<file path="config.mk">
export PLATFORM = sky130hd
export DESIGN_NAME = ifmap_stream_loader
export DESIGN_NICKNAME = d
export VERILOG_FILES = /design/src/rtl/ifmap_pkg.sv /design/src/rtl/ifmap_stream_loader_cmd_edge_decode.sv /design/src/rtl/ifmap_stream_loader.sv
export SDC_FILE = /design/constraint.sdc
export NUM_CORES = 1
export LEC_CHECK = 0
export CORE_MARGIN = 2
export CORE_UTILIZATION = 51
export DETAILED_ROUTE_END_ITERATION = 7
export GPL_TIMING_DRIVEN = 0
export PLACE_DENSITY = 0.79
export SYNTH_ARGS = -nofsm -noshare
export SYNTH_HDL_FRONTEND = slang
export SYNTH_SLANG_ARGS = --single-unit
</file>
<file path="constraint.sdc">
create_clock -name clk -period 5.68 [get_ports clk]
set_input_delay 1.136 -clock clk [delete_from_list [all_inputs] [get_ports clk]]
set_output_delay 1.136 -clock clk [all_outputs]
set_load 0.03 [all_outputs]
</file>
<file path="src/rtl/ifmap_pkg.sv">
// Shared definitions for the ifmap stream loader: opcodes, status bit map,
// FSM state types and the one-hot kernel-size decode.
package ifmap_pkg;

    localparam logic [7:0] INST_COMPUTE    = 8'd87;
    localparam logic [7:0] INST_LOADIFMAPS = 8'd88;

    localparam int unsigned ST_LOAD_BUSY    = 0;
    localparam int unsigned ST_LOAD_DONE    = 1;
    localparam int unsigned ST_COMP_BUSY    = 2;
    localparam int unsigned ST_COMP_DONE    = 3;
    localparam int unsigned ST_ERR_TLAST    = 4;
    localparam int unsigned ST_ERR_CFG      = 5;
    localparam int unsigned ST_ERR_CMD      = 6;
    localparam int unsigned ST_ACTIVE_BANK  = 7;
    localparam int unsigned ST_WORDS_LSB    = 16;
    localparam int unsigned WORD_CNT_WIDTH  = 15;

    typedef enum logic [1:0] {
        LD_IDLE,
        LD_LOAD,
        LD_DONE
    } load_state_t;

    typedef enum logic {
        CP_IDLE,
        CP_RUN
    } comp_state_t;

    // Anything that is not exactly one-hot falls back to the largest kernel.
    function automatic logic [2:0] kernel_decode(input logic [4:0] onehot);
        logic [2:0] k;
        case (onehot)
            5'b00001: k = 3'd1;
            5'b00010: k = 3'd2;
            5'b00100: k = 3'd3;
            5'b01000: k = 3'd4;
            5'b10000: k = 3'd5;
            default:  k = 3'd5;
        endcase
        return k;
    endfunction

endpackage

</file>
<file path="src/rtl/ifmap_stream_loader_cmd_edge_decode.sv">
// Turns a level-held AXI-Lite opcode into single-cycle command pulses by
// comparing against the previous cycle's value.
module cmd_edge_decode
    import ifmap_pkg::*;
(
    input  logic       clk,
    input  logic       rst_n,
    input  logic [7:0] opcode,
    output logic       load_cmd,
    output logic       compute_cmd
);

    logic [7:0] prev_opcode;

    always_ff @(posedge clk or negedge rst_n) begin
        if (!rst_n) begin
            prev_opcode <= '0;
        end else begin
            prev_opcode <= opcode;
        end
    end

    always_comb begin
        load_cmd    = (opcode != prev_opcode) && (opcode == INST_LOADIFMAPS);
        compute_cmd = (opcode != prev_opcode) && (opcode == INST_COMPUTE);
    end

endmodule

</file>
<file path="src/rtl/ifmap_stream_loader.sv">
// Ifmap ingest front end: decodes load/compute commands, streams ch*k words
// into BRAM and tracks compute. Define IFMAP_PINGPONG_EN for two-bank operation.
module ifmap_stream_loader
    import ifmap_pkg::*;
#(
    parameter int C_S_AXIS_TDATA_WIDTH = 32,
    parameter int BRAM_ADDRESS_WIDTH   = 12,
    parameter int CH_WIDTH             = 12,
    parameter int MAX_KERNEL           = 5
) (
    input  logic                            clk,
    input  logic                            rst_n,
    input  logic [C_S_AXIS_TDATA_WIDTH-1:0] S_AXIS_TDATA,
    input  logic                            S_AXIS_TLAST,
    input  logic                            S_AXIS_TVALID,
    output logic                            S_AXIS_TREADY,
    input  logic [7:0]                      ctrl_opcode,
    input  logic [CH_WIDTH-1:0]             ctrl_in_channels,
    input  logic [MAX_KERNEL-1:0]           ctrl_kernel_onehot,
    output logic                            bram_we,
    output logic [BRAM_ADDRESS_WIDTH-1:0]   bram_addr,
    output logic [C_S_AXIS_TDATA_WIDTH-1:0] bram_wdata,
    output logic [2:0]                      kernel_size,
    output logic [CH_WIDTH-1:0]             in_channels,
    output logic                            compute_start,
    input  logic                            compute_done,
    output logic [31:0]                     status
);

`ifdef IFMAP_PINGPONG_EN
    localparam int unsigned BANK_CAP = 32'd1 << (BRAM_ADDRESS_WIDTH - 1);
`else
    localparam int unsigned BANK_CAP = 32'd1 << BRAM_ADDRESS_WIDTH;
`endif

    logic                          load_cmd;
    logic                          compute_cmd;
    load_state_t                   ld_state;
    load_state_t                   ld_next;
    comp_state_t                   cp_state;
    comp_state_t                   cp_next;
    logic [WORD_CNT_WIDTH-1:0]     count;
    logic [WORD_CNT_WIDTH-1:0]     expected;
    logic [WORD_CNT_WIDTH-1:0]     req_expected;
    logic [2:0]                    k_dec;
    logic                          handshake;
    logic                          last_word;
    logic                          cfg_bad;
    logic                          load_blocked;
    logic                          load_eligible;
    logic                          load_accept;
    logic                          compute_accept;
    logic                          err_tlast;
    logic                          err_cfg;
    logic                          err_cmd;
    logic                          done_flag;
    logic [BRAM_ADDRESS_WIDTH-1:0] base_addr;
    logic                          bank_bit;

    cmd_edge_decode u_cmd_edge_decode (
        .clk         (clk),
        .rst_n       (rst_n),
        .opcode      (ctrl_opcode),
        .load_cmd    (load_cmd),
        .compute_cmd (compute_cmd)
    );

`ifdef IFMAP_PINGPONG_EN
    logic fill_bank;
    logic active_bank;
    logic run_bank;
    logic bank_valid;
    logic next_bank;

    // Fill the bank compute is not reading; the first ever load goes to bank 0.
    always_comb begin
        if (cp_state == CP_RUN) begin
            next_bank = ~run_bank;
        end else if (bank_valid) begin
            next_bank = ~active_bank;
        end else begin
            next_bank = 1'b0;
        end
        load_blocked = 1'b0;
        base_addr    = {fill_bank, {(BRAM_ADDRESS_WIDTH-1){1'b0}}};
        bank_bit     = active_bank;
    end

    always_ff @(posedge clk or negedge rst_n) begin
        if (!rst_n) begin
            fill_bank   <= 1'b0;
            active_bank <= 1'b0;
            run_bank    <= 1'b0;
            bank_valid  <= 1'b0;
        end else begin
            if (load_accept) begin
                fill_bank <= next_bank;
            end
            if (handshake && last_word) begin
                active_bank <= fill_bank;
                bank_valid  <= 1'b1;
            end
            if (compute_accept) begin
                run_bank <= active_bank;
            end
        end
    end
`else
    always_comb begin
        load_blocked = (cp_state == CP_RUN);
        base_addr    = '0;
        bank_bit     = 1'b0;
    end
`endif

    always_comb begin
        k_dec          = kernel_decode(5'(ctrl_kernel_onehot));
        req_expected   = WORD_CNT_WIDTH'(ctrl_in_channels) * WORD_CNT_WIDTH'(k_dec);
        cfg_bad        = (ctrl_in_channels == '0) || (32'(req_expected) > BANK_CAP);
        load_eligible  = load_cmd && !load_blocked && (ld_state != LD_LOAD);
        load_accept    = load_eligible && !cfg_bad;
        compute_accept = compute_cmd && (ld_state == LD_DONE) && (cp_state == CP_IDLE);
        handshake      = (ld_state == LD_LOAD) && S_AXIS_TREADY && S_AXIS_TVALID;
        last_word      = (count == expected - 1'b1);
    end

    always_ff @(posedge clk or negedge rst_n) begin
        if (!rst_n) begin
            ld_state <= LD_IDLE;
        end else begin
            ld_state <= ld_next;
        end
    end

    always_comb begin
        ld_next = ld_state;
        case (ld_state)
            LD_IDLE, LD_DONE: if (load_accept)            ld_next = LD_LOAD;
            LD_LOAD:          if (handshake && last_word) ld_next = LD_DONE;
            default:                                      ld_next = LD_IDLE;
        endcase
    end

    always_ff @(posedge clk or negedge rst_n) begin
        if (!rst_n) begin
            cp_state <= CP_IDLE;
        end else begin
            cp_state <= cp_next;
        end
    end

    // A COMPUTE that coincides with compute_done is judged against RUN and rejected.
    always_comb begin
        cp_next = cp_state;
        case (cp_state)
            CP_IDLE: if (compute_accept) cp_next = CP_RUN;
            CP_RUN:  if (compute_done)   cp_next = CP_IDLE;
            default:                     cp_next = CP_IDLE;
        endcase
    end

    always_comb begin
        status                                    = '0;
        status[ST_LOAD_BUSY]                      = (ld_state == LD_LOAD);
        status[ST_LOAD_DONE]                      = (ld_state == LD_DONE);
        status[ST_COMP_BUSY]                      = (cp_state == CP_RUN);
        status[ST_COMP_DONE]                      = done_flag;
        status[ST_ERR_TLAST]                      = err_tlast;
        status[ST_ERR_CFG]                        = err_cfg;
        status[ST_ERR_CMD]                        = err_cmd;
        status[ST_ACTIVE_BANK]                    = bank_bit;
        status[ST_WORDS_LSB +: WORD_CNT_WIDTH]    = count;
    end

    // TREADY follows the next state so it falls on the final handshake edge.
    always_ff @(posedge clk or negedge rst_n) begin
        if (!rst_n) begin
            S_AXIS_TREADY <= 1'b0;
            bram_we       <= 1'b0;
            bram_addr     <= '0;
            bram_wdata    <= '0;
            kernel_size   <= 3'd5;
            in_channels   <= '0;
            expected      <= '0;
            count         <= '0;
            compute_start <= 1'b0;
            err_tlast     <= 1'b0;
            err_cfg       <= 1'b0;
            err_cmd       <= 1'b0;
            done_flag     <= 1'b0;
        end else begin
            S_AXIS_TREADY <= (ld_next == LD_LOAD);
            bram_we       <= handshake;
            compute_start <= compute_accept;
            if (load_accept) begin
                in_channels <= ctrl_in_channels;
                kernel_size <= k_dec;
                expected    <= req_expected;
                count       <= '0;
                err_tlast   <= 1'b0;
                err_cfg     <= 1'b0;
                err_cmd     <= 1'b0;
            end
            if (handshake) begin
                bram_addr  <= base_addr + count[BRAM_ADDRESS_WIDTH-1:0];
                bram_wdata <= S_AXIS_TDATA;
                count      <= count + 1'b1;
                if (S_AXIS_TLAST != last_word) begin
                    err_tlast <= 1'b1;
                end
            end
            if (load_eligible && cfg_bad) begin
                err_cfg <= 1'b1;
            end
            if ((load_cmd && load_blocked) || (compute_cmd && !compute_accept)) begin
                err_cmd <= 1'b1;
            end
            if (compute_accept) begin
                done_flag <= 1'b0;
            end else if ((cp_state == CP_RUN) && compute_done) begin
                done_flag <= 1'b1;
            end
        end
    end

endmodule

</file>
==> summary.md <==
| Metric | Value |
|---|---|
| Outcome | `completed` |
| Pleak | `3.94 nW` |
| Layout cells sized above 1 | `10.9%` |
| Fmax | `179 MHz` |
| Dpl ws | `-0.844 ns` |
| PortBufs | `145` |
| N_diodes | `0` |
| Top FF cell, synth | `dfrtp_1` |
| Register area | `2680 um2` |
| Total GRT Usage | `23.5%` |
| Number of I/O pins | `156` |
| Grt met2 use | `41.2%` |
| EDFF count, synth | `0` |
| Final Hold Violating Endpoints | `0` |
| Combinational Power Share | `20.1%` |
| Reg-to-Reg Start | `expected[0]` |
| R2R Path End | `err_tlast` |
| Slew Limit Fails | `0` |
| Die Span Y | `114 um` |
| HP Class | `reg -> reg` |
| NetSw | `490 uW` |
| Die width | `114 um` |
| Tot Pwr | `1.81 mW` |
| Initial Utilization | `51.6%` |
| Slew @ Worst Pin | `0.720 ns` |
| CTS sink count | `107` |
| Switching Share | `27.1%` |
| Worst R2R Path Depth | `9` |
| Via density | `5.37` |
| Grt met3 use | `4.52%` |
| Synth top area share | `42.9%` |
| Ys async rst share | `100%` |
| Register area share after synthesis | `43.8%` |
| Vias in the first global route | `5352` |
| Fill cells | `934` |
| Critical Path RT | `5.92 ns` |
| Worst endpoint data arrival time | `5.81 ns` |
| CTS Buf Count | `9` |
| Top cells by area, synth | `dfrtp_1, nand2_1, xnor2_1` |
| Synthesized area | `6120 um2` |
| DR DRC count | `0` |
| Hold endpoint | `bram_addr[1]` |
| Area growth from synthesis to layout | `34.9%` |
| Pwr/cell area | `219 nW/um2` |
| Clock group share of total power | `36.4%` |
| Gate count after technology mapping | `659` |
| Hpwl dp | `11100 um` |
| DR pass1 iterations | `5` |
| Internal power component | `1.32 mW` |
| Mapped Avg Cell Area | `9.29 um2` |
| VDD IR max | `0.000171 V` |
| Slew margin rel. | `51.6%` |
| CTS Hold Bufs | `0` |
| Row count | `40` |
| Crit Path Class | `in -> reg` |
| CTS tree | `done` |
| Met1 usage | `28.9%` |
| Hold Path Depth | `2` |
| Min setup slack post-route | `0.105 ns` |
| Clock Pin Slew Worst Setup and Hold Paths | `0.07 ns` |
| Clock latency on the worst-skew pair | `0.35 ns` |
| Count of different cell masters after synthesis | `65` |
| Final setup fails | `0` |
| Clk buf depth | `2` |
| R2r setup slk | `2.86 ns` |
| Clock Root Buffer | `clkbuf_16` |
| Global-route wire length before repair | `24600 um` |
| Period utilisation layout | `98.1%` |
| Placeable core region | `11900 um2` |
| Leading cell type in the layout, fill and taps excluded | `nand2_1` |
| MaxCap Viol Count | `0` |
| Yosys Warn Count | `0` |
| Global route overflow | `0` |
| Placed instance area | `7810 um2` |
| GRT Max-Usage Layer | `met2` |
| Wire per inst | `15.1 um` |
| DRT Wirelength | `14900 um` |
| Design Area, Final | `8260 um2` |
| Layout Skew | `0.00602 ns` |
| Register bit total from synthesis | `107` |
| ANT nets after route | `0` |
| Fin nets | `925` |
| Largest net degree at the start of global routing | `68` |
| HP Start | `bram_addr[1]` |
| Startpoint types | `input pin` |
| Vias post-DR | `5307` |
| Tmin final | `5.57 ns` |
| Max FO, Critical Path | `10` |
| Max H-tree Level | `3` |
| Die ar. | `12900 um2` |
| CP endpoint kind | `flop` |
| Yosys top cell by area | `dfrtp_1` |
| Iter 0 DRT Violations | `312` |
| Seq pwr share | `43.6%` |
| Area of the multi-input gates | `3140 um2` |
| Initial antenna violation count | `0` |
| Final TNS setup | `0 ns` |
| Commonest non-fill, non-tap cells in the layout | `nand2_1, clkdlybuf4s50_1, dfrtp_1` |
| RePlAce Congestion | `0.845` |
[power groups by stage]
| stage | Combinational (mW) | Clock (mW) | Sequential, mW |
|---|---|---|---|
| global route | 0.399 | 0.699 | 0.789 |
| floorplan | 0.201 | 0 | 0.807 |
| finish | 0.363 | 0.657 | 0.787 |
| global placement | 0.319 | 0 | 0.801 |
| CTS | 0.352 | 0.670 | 0.787 |
| detailed placement | 0.333 | 0 | 0.802 |
[metal layers]
layer  vias to the layer above  routed length [um]
li1                       2536                   -
met2                       180                7530
met5                         -                   0
met1                      2563                6250
met4                         0                 297
met3                        28                 865
[Yosys cell counts, drive strengths merged (2+ instances only)]
| master | number |
|---|---|
| or3b | 2 |
| o2111ai | 3 |
| dfrtp | 105 |
| xnor2 | 28 |
| a22o | 3 |
| nand4 | 5 |
| a211o | 2 |
| inv | 35 |
| a31oi | 4 |
| nor3b | 3 |
| and3 | 10 |
| o21ai | 25 |
| a21oi | 15 |
| nor3 | 10 |
| mux2i | 2 |
| nor2b | 9 |
| o2bb2ai | 2 |
| o21bai | 3 |
| buf | 20 |
| o211ai | 5 |
| xor2 | 12 |
| and2 | 14 |
| or3 | 5 |
| nand3b | 3 |
| ha | 16 |
| mux2 | 23 |
| nor2 | 28 |
| or4b | 2 |
| a2111oi | 3 |
| nand3 | 9 |
| a221oi | 3 |
| clkbuf | 17 |
| nand2b | 7 |
| nor4 | 6 |
| a21o | 3 |
| dfstp | 2 |
| fa | 11 |
| or4 | 4 |
| or2 | 3 |
| nand2 | 182 |
[logic make-up (layout without fill, tap and decap cells)]
group	after synthesis	count (layout)	synth area share, %
AOI/OAI and AO/OA	82	82	9.41
xor gates and xnor gates	40	40	5.72
adders and majority gates	27	27	6.87
buffers and inverters	72	245	5.93
DFF	107	107	43.8
muxes	25	25	5.36
other	1	10	0.0613
and+or+nand+nor	305	305	22.9
[sequential cells by signal, indices dropped and copies added, names as in the netlist]
| signal | cells |
|---|---|
| kernel_size | 3 |
| bram_wdata | 32 |
| ld_state | 2 |
| expected | 15 |
| compute_start | 1 |
| err_tlast | 1 |
| S_AXIS_TREADY | 1 |
| bram_we | 1 |
| count | 15 |
| done_flag | 1 |
| err_cmd | 1 |
| in_channels | 12 |
| bram_addr | 12 |
| cp_state | 1 |
| u_cmd_edge_decode.prev_opcode | 8 |
| err_cfg | 1 |
[per-stage QoR]
stage,hold slack (ns),util (%),cells
detailed placement,0.461,65.9,961
CTS,0.480,69.3,985
finish,0.473,69.6,988
global route,0.501,69.6,988
floorplan,0.457,-,668
global placement,0.456,65.7,960
[worst max-delay path, stage by stage]
cell	delay, ns
clkdlybuf4s50_1	0.48
xor2_1	0.17
o211ai_1	0.31
buf_4	0.20
nand2_1	0.08
fa_1	0.56
inv_1	0.05
ha_1	0.34
and2_1	0.17
a221o_1	0.36
or3_4	0.39
a2111oi_4	0.38
o2111ai_2	0.21
o21ai_4	0.22
and2_1	0.16
buf_6	0.13
buf_12	0.14
mux2_4	0.30
[area by class of cell]
| cell class | count | area share [%] |
|---|---|---|
| multi-input cells | 489 | 38.0 |
| inverters | 35 | 1.59 |
| clock buffers | 12 | 3.11 |
| flip-flops and latches | 107 | 32.5 |
| well taps | 147 | 2.23 |
| plain buffers | 37 | 2.97 |
| repair buffers | 157 | 18.9 |
| clock inverters | 4 | 0.682 |
[worst max path at each step]
stage	from	slack (ns)	depth (start not counted)	to
floorplan	ctrl_kernel_onehot[2]	0.41	17	kernel_size[1]
global placement	ctrl_kernel_onehot[1]	-0.69	18	kernel_size[1]
detailed placement	ctrl_kernel_onehot[1]	-0.84	18	kernel_size[1]
CTS	ctrl_kernel_onehot[0]	0.02	18	kernel_size[1]
global route	ctrl_kernel_onehot[3]	-0.01	18	kernel_size[1]
finish	ctrl_kernel_onehot[2]	0.11	18	kernel_size[1]
[timing repair]
item / 4_1_cts / 5_1_grt
setup endpoints to repair: 50 / 35
gates resized for setup: 8 / 10
gates cloned: 0 / 0
setup buffers: 8 / 3
pin swaps: 4 / 4
endpoints found under the hold margin: 0 / 0
(Power assumes the default switching activity.)
